### src/rtl/sa_pkg.sv
// sa_pkg: shared state encoding and default widths for the systolic-array job controller
package sa_pkg;
  localparam int WL_D = 16;
  localparam int AW_D = 10;
  typedef enum logic [1:0] {IDLE, FEED, DRAIN} state_t;
endpackage

### src/rtl/sa_job_ctrl_if.sv
// sa_job_ctrl_if: array-feed stream from the job controller into the systolic array
interface sa_job_ctrl_if #(
  parameter int R  = 4,
  parameter int C  = 8,
  parameter int WX = 4,
  parameter int WK = 8
);
  logic            s_valid;
  logic            s_ready;
  logic            s_last;
  logic [R*WX-1:0] sx_data;
  logic [C*WK-1:0] sk_data;
  modport master(output s_valid, s_last, sx_data, sk_data, input s_ready);
  modport slave(input s_valid, s_last, sx_data, sk_data, output s_ready);
endinterface

### src/rtl/sa_skid_fifo.sv
// sa_skid_fifo: 2-entry fall-through FIFO; an empty FIFO presents the incoming word directly
module sa_skid_fifo #(
  parameter int W = 1
) (
  input  logic         clk,
  input  logic         rstn,
  input  logic         push,
  input  logic         pop,
  input  logic [W-1:0] din,
  output logic         valid,
  output logic [W-1:0] dout,
  output logic [1:0]   occ
);
  logic [W-1:0] mem [2];
  logic         head, tail, store, take;
  // a word popped in the same cycle it arrives into an empty FIFO is never stored
  assign store = push && !(pop && occ == 2'd0);
  assign take  = pop && occ != 2'd0;
  assign valid = occ != 2'd0 || push;
  assign dout  = occ != 2'd0 ? mem[head] : push ? din : '0;
  always_ff @(posedge clk) begin
    if (store) mem[tail] <= din;
  end
  always_ff @(posedge clk) begin
    if (!rstn) begin
      occ  <= 2'd0;
      head <= 1'b0;
      tail <= 1'b0;
    end else begin
      if (store) tail <= ~tail;
      if (take) head <= ~head;
      occ <= occ + 2'(store) - 2'(take);
    end
  end
endmodule

### src/rtl/sa_job_ctrl.sv
// sa_job_ctrl: accepts a tiled job, streams x/k buffer reads into the array and tracks completion
module sa_job_ctrl
  import sa_pkg::*;
#(
  parameter int R  = 4,
  parameter int C  = 8,
  parameter int WX = 4,
  parameter int WK = 8,
  parameter int AW = AW_D,
  parameter int WL = WL_D
) (
  input  logic            clk,
  input  logic            rstn,
  input  logic            cmd_valid,
  output logic            cmd_ready,
  input  logic [WL-1:0]   cmd_k,
  input  logic [WL-1:0]   cmd_tiles,
  input  logic [AW-1:0]   cmd_x_base,
  input  logic [AW-1:0]   cmd_k_base,
  output logic            rd_en,
  output logic [AW-1:0]   x_addr,
  output logic [AW-1:0]   k_addr,
  input  logic [R*WX-1:0] x_rdata,
  input  logic [C*WK-1:0] k_rdata,
  sa_job_ctrl_if.master   feed,
  input  logic            mon_valid,
  input  logic            mon_ready,
  input  logic            mon_last,
  output logic            busy,
  output logic            done,
  output logic            err
);
  localparam int W = R*WX + C*WK + 1;
  state_t          state, nxt;
  logic [WL-1:0]   k_r, tiles_r, kcnt, pcnt;
  logic [AW-1:0]   xb, kb;
  logic [2*WL-1:0] total, issued;
  logic            rd_q, last_q, accept, bad, pkt, last_rd;
  logic [1:0]      occ;
  logic [W-1:0]    head;
  assign accept    = cmd_valid && cmd_ready;
  assign bad       = cmd_k == '0 || cmd_tiles == '0;
  assign pkt       = state != IDLE && mon_valid && mon_ready && mon_last;
  assign cmd_ready = rstn && state == IDLE;
  assign busy      = state != IDLE;
  // stored entries plus the read in flight never exceed the two FIFO slots
  assign rd_en     = rstn && state == FEED && issued < total && occ + 2'(rd_q) < 2'd2;
  assign last_rd   = rd_en && issued == total - (2*WL)'(1);
  assign x_addr    = xb + issued[AW-1:0];
  assign k_addr    = kb + issued[AW-1:0];
  always_ff @(posedge clk) begin
    if (!rstn) state <= IDLE;
    else state <= nxt;
  end
  always_comb begin
    nxt = state;
    if (state == IDLE && accept && !bad) nxt = FEED;
    else if (state == FEED && last_rd) nxt = DRAIN;
    else if (state == DRAIN && pcnt == tiles_r && occ == 2'd0 && !rd_q) nxt = IDLE;
  end
  always_ff @(posedge clk) begin
    if (!rstn) begin
      {k_r, tiles_r, kcnt, pcnt} <= '0;
      {xb, kb, total, issued}    <= '0;
      {rd_q, last_q, done, err}  <= '0;
    end else begin
      rd_q   <= rd_en;
      last_q <= kcnt == k_r - WL'(1);
      done   <= (accept && bad) || (state == DRAIN && nxt == IDLE);
      err    <= (accept && bad) || (state == FEED && pkt && pcnt + WL'(1) == tiles_r);
      if (accept) begin
        k_r     <= cmd_k;
        tiles_r <= cmd_tiles;
        xb      <= cmd_x_base;
        kb      <= cmd_k_base;
        total   <= (2*WL)'(cmd_k) * (2*WL)'(cmd_tiles);
        issued  <= '0;
        kcnt    <= '0;
        pcnt    <= '0;
      end
      if (rd_en) begin
        issued <= issued + (2*WL)'(1);
        kcnt   <= kcnt == k_r - WL'(1) ? '0 : kcnt + WL'(1);
      end
      if (pkt) pcnt <= pcnt + WL'(1);
    end
  end
  sa_skid_fifo #(.W(W)) u_fifo (
    .clk  (clk),
    .rstn (rstn),
    .push (rd_q),
    .pop  (feed.s_valid && feed.s_ready),
    .din  ({last_q, x_rdata, k_rdata}),
    .valid(feed.s_valid),
    .dout (head),
    .occ  (occ)
  );
  assign feed.s_last  = head[W-1];
  assign feed.sx_data = head[C*WK +: R*WX];
  assign feed.sk_data = head[C*WK-1:0];
endmodule

### src/flat_wrapper.sv
// flat-port wrapper written by rule: the top's interface ports become plain ports
module sa_job_ctrl_flat import sa_pkg::*;
#(
  parameter int R  = 4,
  parameter int C  = 8,
  parameter int WX = 4,
  parameter int WK = 8,
  parameter int AW = AW_D,
  parameter int WL = WL_D
)
  (clk, rstn, cmd_valid, cmd_ready, cmd_k, cmd_tiles, cmd_x_base, cmd_k_base, rd_en, x_addr, k_addr, x_rdata, k_rdata, mon_valid, mon_ready, mon_last, busy, done, err, feed_s_valid, feed_s_last, feed_sx_data, feed_sk_data, feed_s_ready);
  sa_job_ctrl_if #(.R(R), .C(C), .WX(WX), .WK(WK)) feed_i ();
  input  logic clk;
  input  logic rstn;
  input  logic cmd_valid;
  output logic cmd_ready;
  input  logic [WL-1:0] cmd_k;
  input  logic [WL-1:0] cmd_tiles;
  input  logic [AW-1:0] cmd_x_base;
  input  logic [AW-1:0] cmd_k_base;
  output logic rd_en;
  output logic [AW-1:0] x_addr;
  output logic [AW-1:0] k_addr;
  input  logic [R*WX-1:0] x_rdata;
  input  logic [C*WK-1:0] k_rdata;
  input  logic mon_valid;
  input  logic mon_ready;
  input  logic mon_last;
  output logic busy;
  output logic done;
  output logic err;
  output wire logic [$bits(feed_i.s_valid)-1:0] feed_s_valid;
  output wire logic [$bits(feed_i.s_last)-1:0] feed_s_last;
  output wire logic [$bits(feed_i.sx_data)-1:0] feed_sx_data;
  output wire logic [$bits(feed_i.sk_data)-1:0] feed_sk_data;
  input wire logic [$bits(feed_i.s_ready)-1:0] feed_s_ready;
  assign feed_s_valid = feed_i.s_valid;
  assign feed_s_last = feed_i.s_last;
  assign feed_sx_data = feed_i.sx_data;
  assign feed_sk_data = feed_i.sk_data;
  assign feed_i.s_ready = feed_s_ready;
  sa_job_ctrl #(.R(R), .C(C), .WX(WX), .WK(WK), .AW(AW), .WL(WL)) u_core (.clk(clk), .rstn(rstn), .cmd_valid(cmd_valid), .cmd_ready(cmd_ready), .cmd_k(cmd_k), .cmd_tiles(cmd_tiles), .cmd_x_base(cmd_x_base), .cmd_k_base(cmd_k_base), .rd_en(rd_en), .x_addr(x_addr), .k_addr(k_addr), .x_rdata(x_rdata), .k_rdata(k_rdata), .feed(feed_i), .mon_valid(mon_valid), .mon_ready(mon_ready), .mon_last(mon_last), .busy(busy), .done(done), .err(err));
endmodule
### config.mk
export PLATFORM = sky130hd
export DESIGN_NAME = sa_job_ctrl_flat
export DESIGN_NICKNAME = d
export VERILOG_FILES = /design/src/rtl/sa_pkg.sv /design/src/rtl/sa_job_ctrl_if.sv /design/src/rtl/sa_skid_fifo.sv /design/src/rtl/sa_job_ctrl.sv /design/src/flat_wrapper.sv
export SDC_FILE = /design/constraint.sdc
export NUM_CORES = 1
export LEC_CHECK = 0
export ABC_AREA = 1
export CORE_UTILIZATION = 59
export CTS_CLUSTER_DIAMETER = 150
export DETAILED_ROUTE_END_ITERATION = 12
export PLACE_DENSITY_LB_ADDON = 0.05
export SLEW_MARGIN = 10
export SYNTH_ARGS = -nofsm -noshare
export SYNTH_HDL_FRONTEND = slang
export SYNTH_SLANG_ARGS = --single-unit
### constraint.sdc
create_clock -name clk -period 9.6 [get_ports clk]
set_clock_uncertainty 0.15 [all_clocks]
set_input_delay 1.92 -clock clk [delete_from_list [all_inputs] [get_ports clk]]
set_output_delay 1.92 -clock clk [all_outputs]
set_load 0.01 [all_outputs]
* Word level (Yosys, flattened, before mapping)
Memory sizes are Yosys's and may differ from the RTL's. A register that Yosys moved wholly into a read port is not among the register bits.
Cells that the tools add are included.
Widths: inputs -> output; s select.
** Storage, ports and cells
- Memories kept :: 1
- Input port bits :: 139
- Register bits :: 158
- RAM bits :: 162
** Operators by class
- Reductions and logical operators :: 39
- Equal/unequal tests :: 6
- $add $sub $neg :: 10
- Order comparisons :: 2
- Multipliers :: 1
- Bitwise gates (word level) :: 2
- Mux-type cells :: 15
** Memory list
- u_core.u_fifo.mem :: words 2, width 81, rd ports 1, clocked after Yosys merged registers in 1, write ports 1, RTL line sa_skid_fifo.sv:14 : logic [W-1:0] mem [2];
** Operators with widths (number)
- $mux 81 :: 2
- $mux 16 :: 4
- $mux 32 :: 2
- $eq 16x16->1 :: 3
- $add 16x1->16 const B :: 2
- $add 32x1->32 const B :: 1
- $eq 32x32->1 :: 1
- $logic_not 16->1 :: 2
- $lt 32x32->1 :: 1
- $mul 16x16->32 :: 1
- $sub 32x1->32 const B :: 1
- $logic_and 1x1->1 :: 23
- $add 10x10->10 :: 2
- $sub 16x1->16 const B :: 1
- $reduce_bool 2->1 :: 4
- $logic_not 2->1 :: 3
- $mux 2 :: 3
- $add 2x1->2 :: 2
- $logic_or 1x1->1 :: 4
- $mux 1 :: 4
- $logic_not 1->1 :: 3
- $eq 2x1->1 const B :: 1
- $eq 2x2->1 const B :: 1
- $lt 2x2->1 const B :: 1
- other kinds (2) :: 3

* Longest topological paths before layout
- Depth after elaboration :: 11
- Depth in mapped cells :: 29
- Mapped depth without buffers :: 27

* Hierarchy
From an unflattened synthesis, not the netlist that was laid out.
** Second synthesis, totals
- Cell total of the unflattened synthesis :: 3357
- Area total of the unflattened synthesis :: 26341.5 um^2
** Modules (own cells, without submodules)
- sa_job_ctrl :: times used 1, cells each 2785, seq. area each 3083.0 um^2, area each 19456.2 um^2
- sa_skid_fifo :: times used 1, cells each 572, seq. area each 4964.8 um^2, area each 6885.4 um^2

* Least setup slack after synthesis
Ideal clock, no wire load.
- Path kind :: input-to-reg
- Start :: in cmd_tiles[7]
- End :: reg u_core.total[27]
- Stages :: 25
- Setup time :: 0.115 ns
- Setup slack :: 2.243 ns
- Arrival :: 7.092 ns
- Required time :: 9.335 ns
- Buffers on the path :: 2
- Path through :: clkbuf_1 buf_1 nand2_1 fa_1 inv_1 fa_1 inv_1 fa_1 inv_1 fa_1 fa_1 inv_1 fa_1 inv_1 ha_1 a21oi_1 o21ai_0 o21bai_1 nand2_1 nand3_1 nand3_1 nand2_1 xor2_1 o21ai_0 inv_1
** Between the ends
- Word-level cells in the longest chain between the ends :: 1
** RTL lines
- from (decl) :: RTL line flat_wrapper.sv:18 : input logic [WL-1:0] cmd_tiles;
- $mul 16x16->32 :: RTL line sa_job_ctrl.sv:76 : total <= (2*WL)'(cmd_k) * (2*WL)'(cmd_tiles);
- to (signal assigned) :: RTL line sa_job_ctrl.sv:76
- to (decl) :: RTL line sa_job_ctrl.sv:37 : logic [2*WL-1:0] total, issued;
No other way between the ends.
A chain may end at the register's enable or synchronous reset.

* Worst setup path in the final report
- Start :: in cmd_k[14]
- End :: reg u_core.total[26]
** Between the ends
- Word-level cells in the longest chain between the ends :: 1
** RTL lines
- from (decl) :: RTL line flat_wrapper.sv:17 : input logic [WL-1:0] cmd_k;
- $mul 16x16->32 :: RTL line sa_job_ctrl.sv:76
No other way between the ends.

==> flow_results.xml <==
<?xml version="1.0" encoding="UTF-8"?>
<metrics>
  <group name="status">
    <metric name="status" unit="">complete, no violations</metric>
  </group>
  <group name="clocking">
    <metric name="cts.repair_timing.setup_buffer_count" unit="">0</metric>
    <metric name="tritoncts" unit="">built</metric>
    <metric name="clock-sinks" unit="">321</metric>
    <metric name="cts_made_buffers" unit="">38</metric>
    <metric name="cts_max_level" unit="">2</metric>
    <metric name="cts_repair_resize_count" unit="">0</metric>
    <metric name="clock-root-buffer" unit="">sky130_fd_sc_hd__clkbuf_16</metric>
    <metric name="cts_hold_buffers" unit="">0</metric>
    <metric name="cts-root-to-sink-buffers" unit="">3</metric>
    <metric name="clk_pin_slew_worst_paths" unit="ns">0.05</metric>
    <metric name="worstSkewPairLatency" unit="ns">0.55</metric>
  </group>
  <group name="yosys">
    <metric name="synth-seq-area-share" unit="">0.3056</metric>
    <metric name="dominantRegCellSynth" unit="">sky130_fd_sc_hd__edfxtp_1</metric>
    <metric name="synth_top_cell_area_share" unit="">0.1847</metric>
    <metric name="synth-warning-count" unit="">0</metric>
    <metric name="synth_enable_flop_cells" unit="">162</metric>
    <metric name="post_synth.cell_area_avg" unit="um^2">7.992</metric>
    <metric name="synth.area.top_cells" unit="">sky130_fd_sc_hd__edfxtp_1, sky130_fd_sc_hd__fa_1, sky130_fd_sc_hd__dfxtp_1</metric>
    <metric name="syn_area" unit="um^2">26330</metric>
    <metric name="synthesis.nets" unit="">3791</metric>
    <metric name="ys_types" unit="">62</metric>
    <metric name="synth_area_leader" unit="">sky130_fd_sc_hd__edfxtp_1</metric>
    <metric name="async_flop_share" unit="">0</metric>
    <metric name="ys_seq_elements" unit="">321</metric>
    <metric name="syn-instance-count" unit="">3295</metric>
  </group>
  <group name="die">
    <metric name="boundaryPins" unit="">246</metric>
    <metric name="fp.dieArea" unit="um^2">45480</metric>
    <metric name="placeableCoreArea" unit="um^2">44120</metric>
    <metric name="rows" unit="">77</metric>
    <metric name="fp.dieH" unit="um">213.3</metric>
    <metric name="start_util" unit="">0.5968</metric>
    <metric name="die_width" unit="um">213.3</metric>
  </group>
  <group name="placed_design">
    <metric name="globalplace.congestion" unit="">0.8963</metric>
    <metric name="hpwlAfterDp" unit="um">52430</metric>
    <metric name="placedCellCount" unit="">3988</metric>
    <metric name="port-buffer-count" unit="">245</metric>
  </group>
  <group name="sta">
    <metric name="finalHoldViolations" unit="">0</metric>
    <metric name="worst_slew_pin_slew" unit="ns">1.251</metric>
    <metric name="holdWs" unit="ns">0.3207</metric>
    <metric name="grt_setup_unrepaired" unit="">false</metric>
    <metric name="fin_crit" unit="ns">7.890</metric>
    <metric name="post-route-period-util" unit="">0.8219</metric>
    <metric name="slew_headroom" unit="">0.1609</metric>
    <metric name="timing.final.setup_violations" unit="">0</metric>
    <metric name="totalNegativeSetupSlack" unit="ns">0</metric>
    <metric name="max_clock_freq" unit="MHz">126.7</metric>
    <metric name="slew_violations" unit="">0</metric>
  </group>
  <group name="worst_hold_path">
    <metric name="min_delay_path_depth" unit="">2</metric>
    <metric name="hold_path.class" unit="">reg2reg</metric>
  </group>
  <group name="finish">
    <metric name="multiInputGateArea" unit="um^2">15560</metric>
    <metric name="total_of_fill_cells_in_the_finished_design" unit="">3716</metric>
    <metric name="finalNonFillerCells" unit="">4058</metric>
    <metric name="seq_area" unit="um^2">8050</metric>
    <metric name="final_layout_size_suffix_gt1_frac" unit="">0.04967</metric>
    <metric name="area_delta_synth_final" unit="%">14.72</metric>
    <metric name="final_net_count" unit="">3932</metric>
  </group>
  <group name="global_routing">
    <metric name="antenna_found_initial" unit="">2</metric>
    <metric name="grt_max_degree" unit="">87</metric>
    <metric name="use_met3" unit="">0.05045</metric>
    <metric name="gr_busiest_metal" unit="">met2</metric>
    <metric name="first_global_vias" unit="">22320</metric>
    <metric name="met1_usage" unit="">0.3937</metric>
    <metric name="grt_pass1_wl" unit="um">113000</metric>
    <metric name="grt_usage" unit="">0.3141</metric>
    <metric name="globalRouteMet2Util" unit="">0.5404</metric>
    <metric name="gr-total-overflow" unit="">0</metric>
  </group>
  <group name="pwr">
    <metric name="power.clock.fraction" unit="">0.159</metric>
    <metric name="switching_share_of_total_power" unit="">0.4856</metric>
    <metric name="net-switching-power" unit="W">0.004203</metric>
    <metric name="leakage" unit="nW">13.81</metric>
    <metric name="combinational_group_share_of_total_power" unit="">0.654</metric>
    <metric name="internal_pwr_total" unit="W">0.004453</metric>
    <metric name="power.density_cell_area" unit="nW/um^2">286.5</metric>
    <metric name="seq_power_share" unit="">0.187</metric>
    <metric name="peakVddDrop" unit="mV">0.2966</metric>
  </group>
  <group name="critical_path">
    <metric name="arrival" unit="ns">8.23</metric>
    <metric name="setup.worst_path.class" unit="">in2reg</metric>
    <metric name="critPathRequiredTime" unit="ns">9.94</metric>
    <metric name="worstReg2RegEnd" unit="">u_core.issued[20]$_SDFFE_PN0P_</metric>
    <metric name="cp-startpoint" unit="">cmd_k[14]</metric>
    <metric name="reg2regPathDepth" unit="">8</metric>
    <metric name="worst_setup_path_end" unit="">u_core.total[26]$_SDFFE_PN0P_</metric>
    <metric name="r2r_slack" unit="ns">5.89</metric>
    <metric name="r2r_start" unit="">u_core.state[1]$_SDFF_PN0_</metric>
    <metric name="crit_path_start_kind" unit="">input pin</metric>
    <metric name="setup.worst_path.end_class" unit="">flip-flop</metric>
    <metric name="critical_path.max_fanout" unit="">18</metric>
  </group>
  <group name="route">
    <metric name="total_wirelength" unit="um">70890</metric>
    <metric name="routed_wire_length_per_instance" unit="um">17.47</metric>
    <metric name="route.antenna.remaining_nets" unit="">0</metric>
    <metric name="detail_route.iter0.violations" unit="">1759</metric>
    <metric name="total_via_count_after_detailed_routing" unit="">22530</metric>
    <metric name="detail_route.first_pass.iterations" unit="">6</metric>
    <metric name="vias_per_cell" unit="">5.553</metric>
    <metric name="drt_drc_violations_left" unit="">0</metric>
  </group>
  <group name="flow_run">
    <metric name="cap_violations" unit="">0</metric>
  </group>
</metrics>
## layout make-up
cell class,count,share of cell area
clock inverter,20,0.005592
timing repair buffer,266,0.08624
tap,592,0.02452
antenna,3,0.0002485
inverter,551,0.06847
sequential,321,0.2665
clock buffer,47,0.03330
multi-input combinational,2258,0.5151
## synth_stat cells, drive strengths merged (2+ instances only)
| library cell | count |
|---|---|
| a211oi | 6 |
| a21boi | 2 |
| a21o | 6 |
| a21oi | 153 |
| a221oi | 2 |
| a22oi | 2 |
| a31o | 2 |
| and3 | 2 |
| buf | 29 |
| clkbuf | 136 |
| dfxtp | 159 |
| edfxtp | 162 |
| fa | 196 |
| ha | 161 |
| inv | 551 |
| nand2 | 658 |
| nand3 | 224 |
| nand3b | 10 |
| nand4 | 34 |
| nor2 | 264 |
| nor3 | 49 |
| nor4 | 15 |
| o211ai | 5 |
| o21a | 3 |
| o21ai | 265 |
| o21bai | 8 |
| o221a | 2 |
| o22ai | 3 |
| o31ai | 5 |
| or2 | 15 |
| xnor2 | 47 |
| xor2 | 110 |
## worst max-delay path: stages
cell                              delay [ns]
sky130_fd_sc_hd__clkdlybuf4s50_1        1.10
sky130_fd_sc_hd__nand2_1                0.20
sky130_fd_sc_hd__fa_1                   0.57
sky130_fd_sc_hd__fa_1                   0.54
sky130_fd_sc_hd__inv_1                  0.07
sky130_fd_sc_hd__fa_1                   0.50
sky130_fd_sc_hd__fa_1                   0.47
sky130_fd_sc_hd__fa_1                   0.53
sky130_fd_sc_hd__inv_1                  0.06
sky130_fd_sc_hd__fa_1                   0.48
sky130_fd_sc_hd__inv_1                  0.05
sky130_fd_sc_hd__ha_1                   0.38
sky130_fd_sc_hd__nand2_1                0.15
sky130_fd_sc_hd__nor2_1                 0.16
sky130_fd_sc_hd__inv_1                  0.09
sky130_fd_sc_hd__nor3_1                 0.19
sky130_fd_sc_hd__nand3_1                0.11
sky130_fd_sc_hd__nand3_1                0.14
sky130_fd_sc_hd__nand3_1                0.10
sky130_fd_sc_hd__a31o_2                 0.21
sky130_fd_sc_hd__nand3_1                0.07
sky130_fd_sc_hd__nand2_1                0.08
sky130_fd_sc_hd__inv_1                  0.06
## per-layer routing
| metal | wire length [um] | vias up |
|---|---|---|
| li1 | - | 10800 |
| met3 | 4268 | 164 |
| met4 | 2655 | 0 |
| met2 | 34880 | 657 |
| met1 | 29080 | 10910 |
| met5 | 0 | - |
## sequential cells by signal (all words and copies together), names as in the netlist, named ones only
register / count
u_core.u_fifo.mem: 162
u_core.issued: 32
u_core.total: 32
u_core.k_r: 16
u_core.kcnt: 16
u_core.pcnt: 16
u_core.tiles_r: 16
u_core.kb: 10
u_core.xb: 10
u_core.state: 2
u_core.u_fifo.occ: 2
u_core.done: 1
u_core.err: 1
u_core.last_q: 1
u_core.rd_q: 1
u_core.u_fifo.head: 1
u_core.u_fifo.tail: 1
## metrics by stage
stage | area [um^2] | setup WS [ns] | utilization | total power, W
after floorplan | 26330 | 2.243 | - | 0.005464
after detailed placement | 29030 | 1.237 | 0.6578 | 0.007276
after CTS | 30200 | 1.776 | 0.6844 | 0.008705
after global placement | 29030 | 1.281 | 0.6578 | 0.007240
after global routing | 30210 | 1.385 | 0.6845 | 0.009426
final | 30210 | 1.710 | 0.6846 | 0.008656
## logic make-up (layout without fill, tap and decap cells)
logic type / after synthesis / after routing / synth area share
flops: 321 / 321 / 0.3056
compound gates: 470 / 470 / 0.09660
simple gates: 1274 / 1274 / 0.2155
xor+xnor: 157 / 157 / 0.05222
buf+inv: 716 / 884 / 0.1046
other cells: 0 / 3 / 0
fa+ha+maj: 357 / 357 / 0.2255
## power by group through the flow
stage | clock network [W] | logic (W) | registers [W]
6_report | 0.00137 | 0.00566 | 0.00162
5_1_grt | 0.00145 | 0.00635 | 0.00163
4_1_cts | 0.00140 | 0.00569 | 0.00162
3_5_place_dp | 0 | 0.00563 | 0.00165
3_3_place_gp | 0 | 0.00560 | 0.00164
2_1_floorplan | 0 | 0.00384 | 0.00162
## layout by cell type, fill, tap and decap left out, drive strengths merged, types with 110 or more instances in the layout
master and n:
clkdlybuf4s50 244, nand2 658, dfxtp 159, a21oi 153
edfxtp 162, fa 196, ha 161, xor2 110
inv 551, o21ai 265, nor2 264, nand3 224
## worst min path at each step
stage	startpoint	endpoint	slack, ns
6_report	u_core.kb[2]$_SDFFE_PN0P_	u_core.kb[2]$_SDFFE_PN0P_	0.32
2_1_floorplan	u_core.u_fifo.head$_SDFFE_PN0P_	flip-flop	0.28
5_1_grt	u_core.state[0]$_SDFF_PN0_	u_core.state[0]$_SDFF_PN0_	0.34
3_3_place_gp	u_core.u_fifo.head$_SDFFE_PN0P_	u_core.u_fifo.head$_SDFFE_PN0P_	0.29
4_1_cts	u_core.last_q$_SDFF_PN0_	u_core.u_fifo.mem[0][80]$_DFFE_PP_	0.32
3_5_place_dp	u_core.last_q$_SDFF_PN0_	u_core.u_fifo.mem[0][80]$_DFFE_PP_	0.30
No activity file was read; power rests on OpenSTA's default activity.
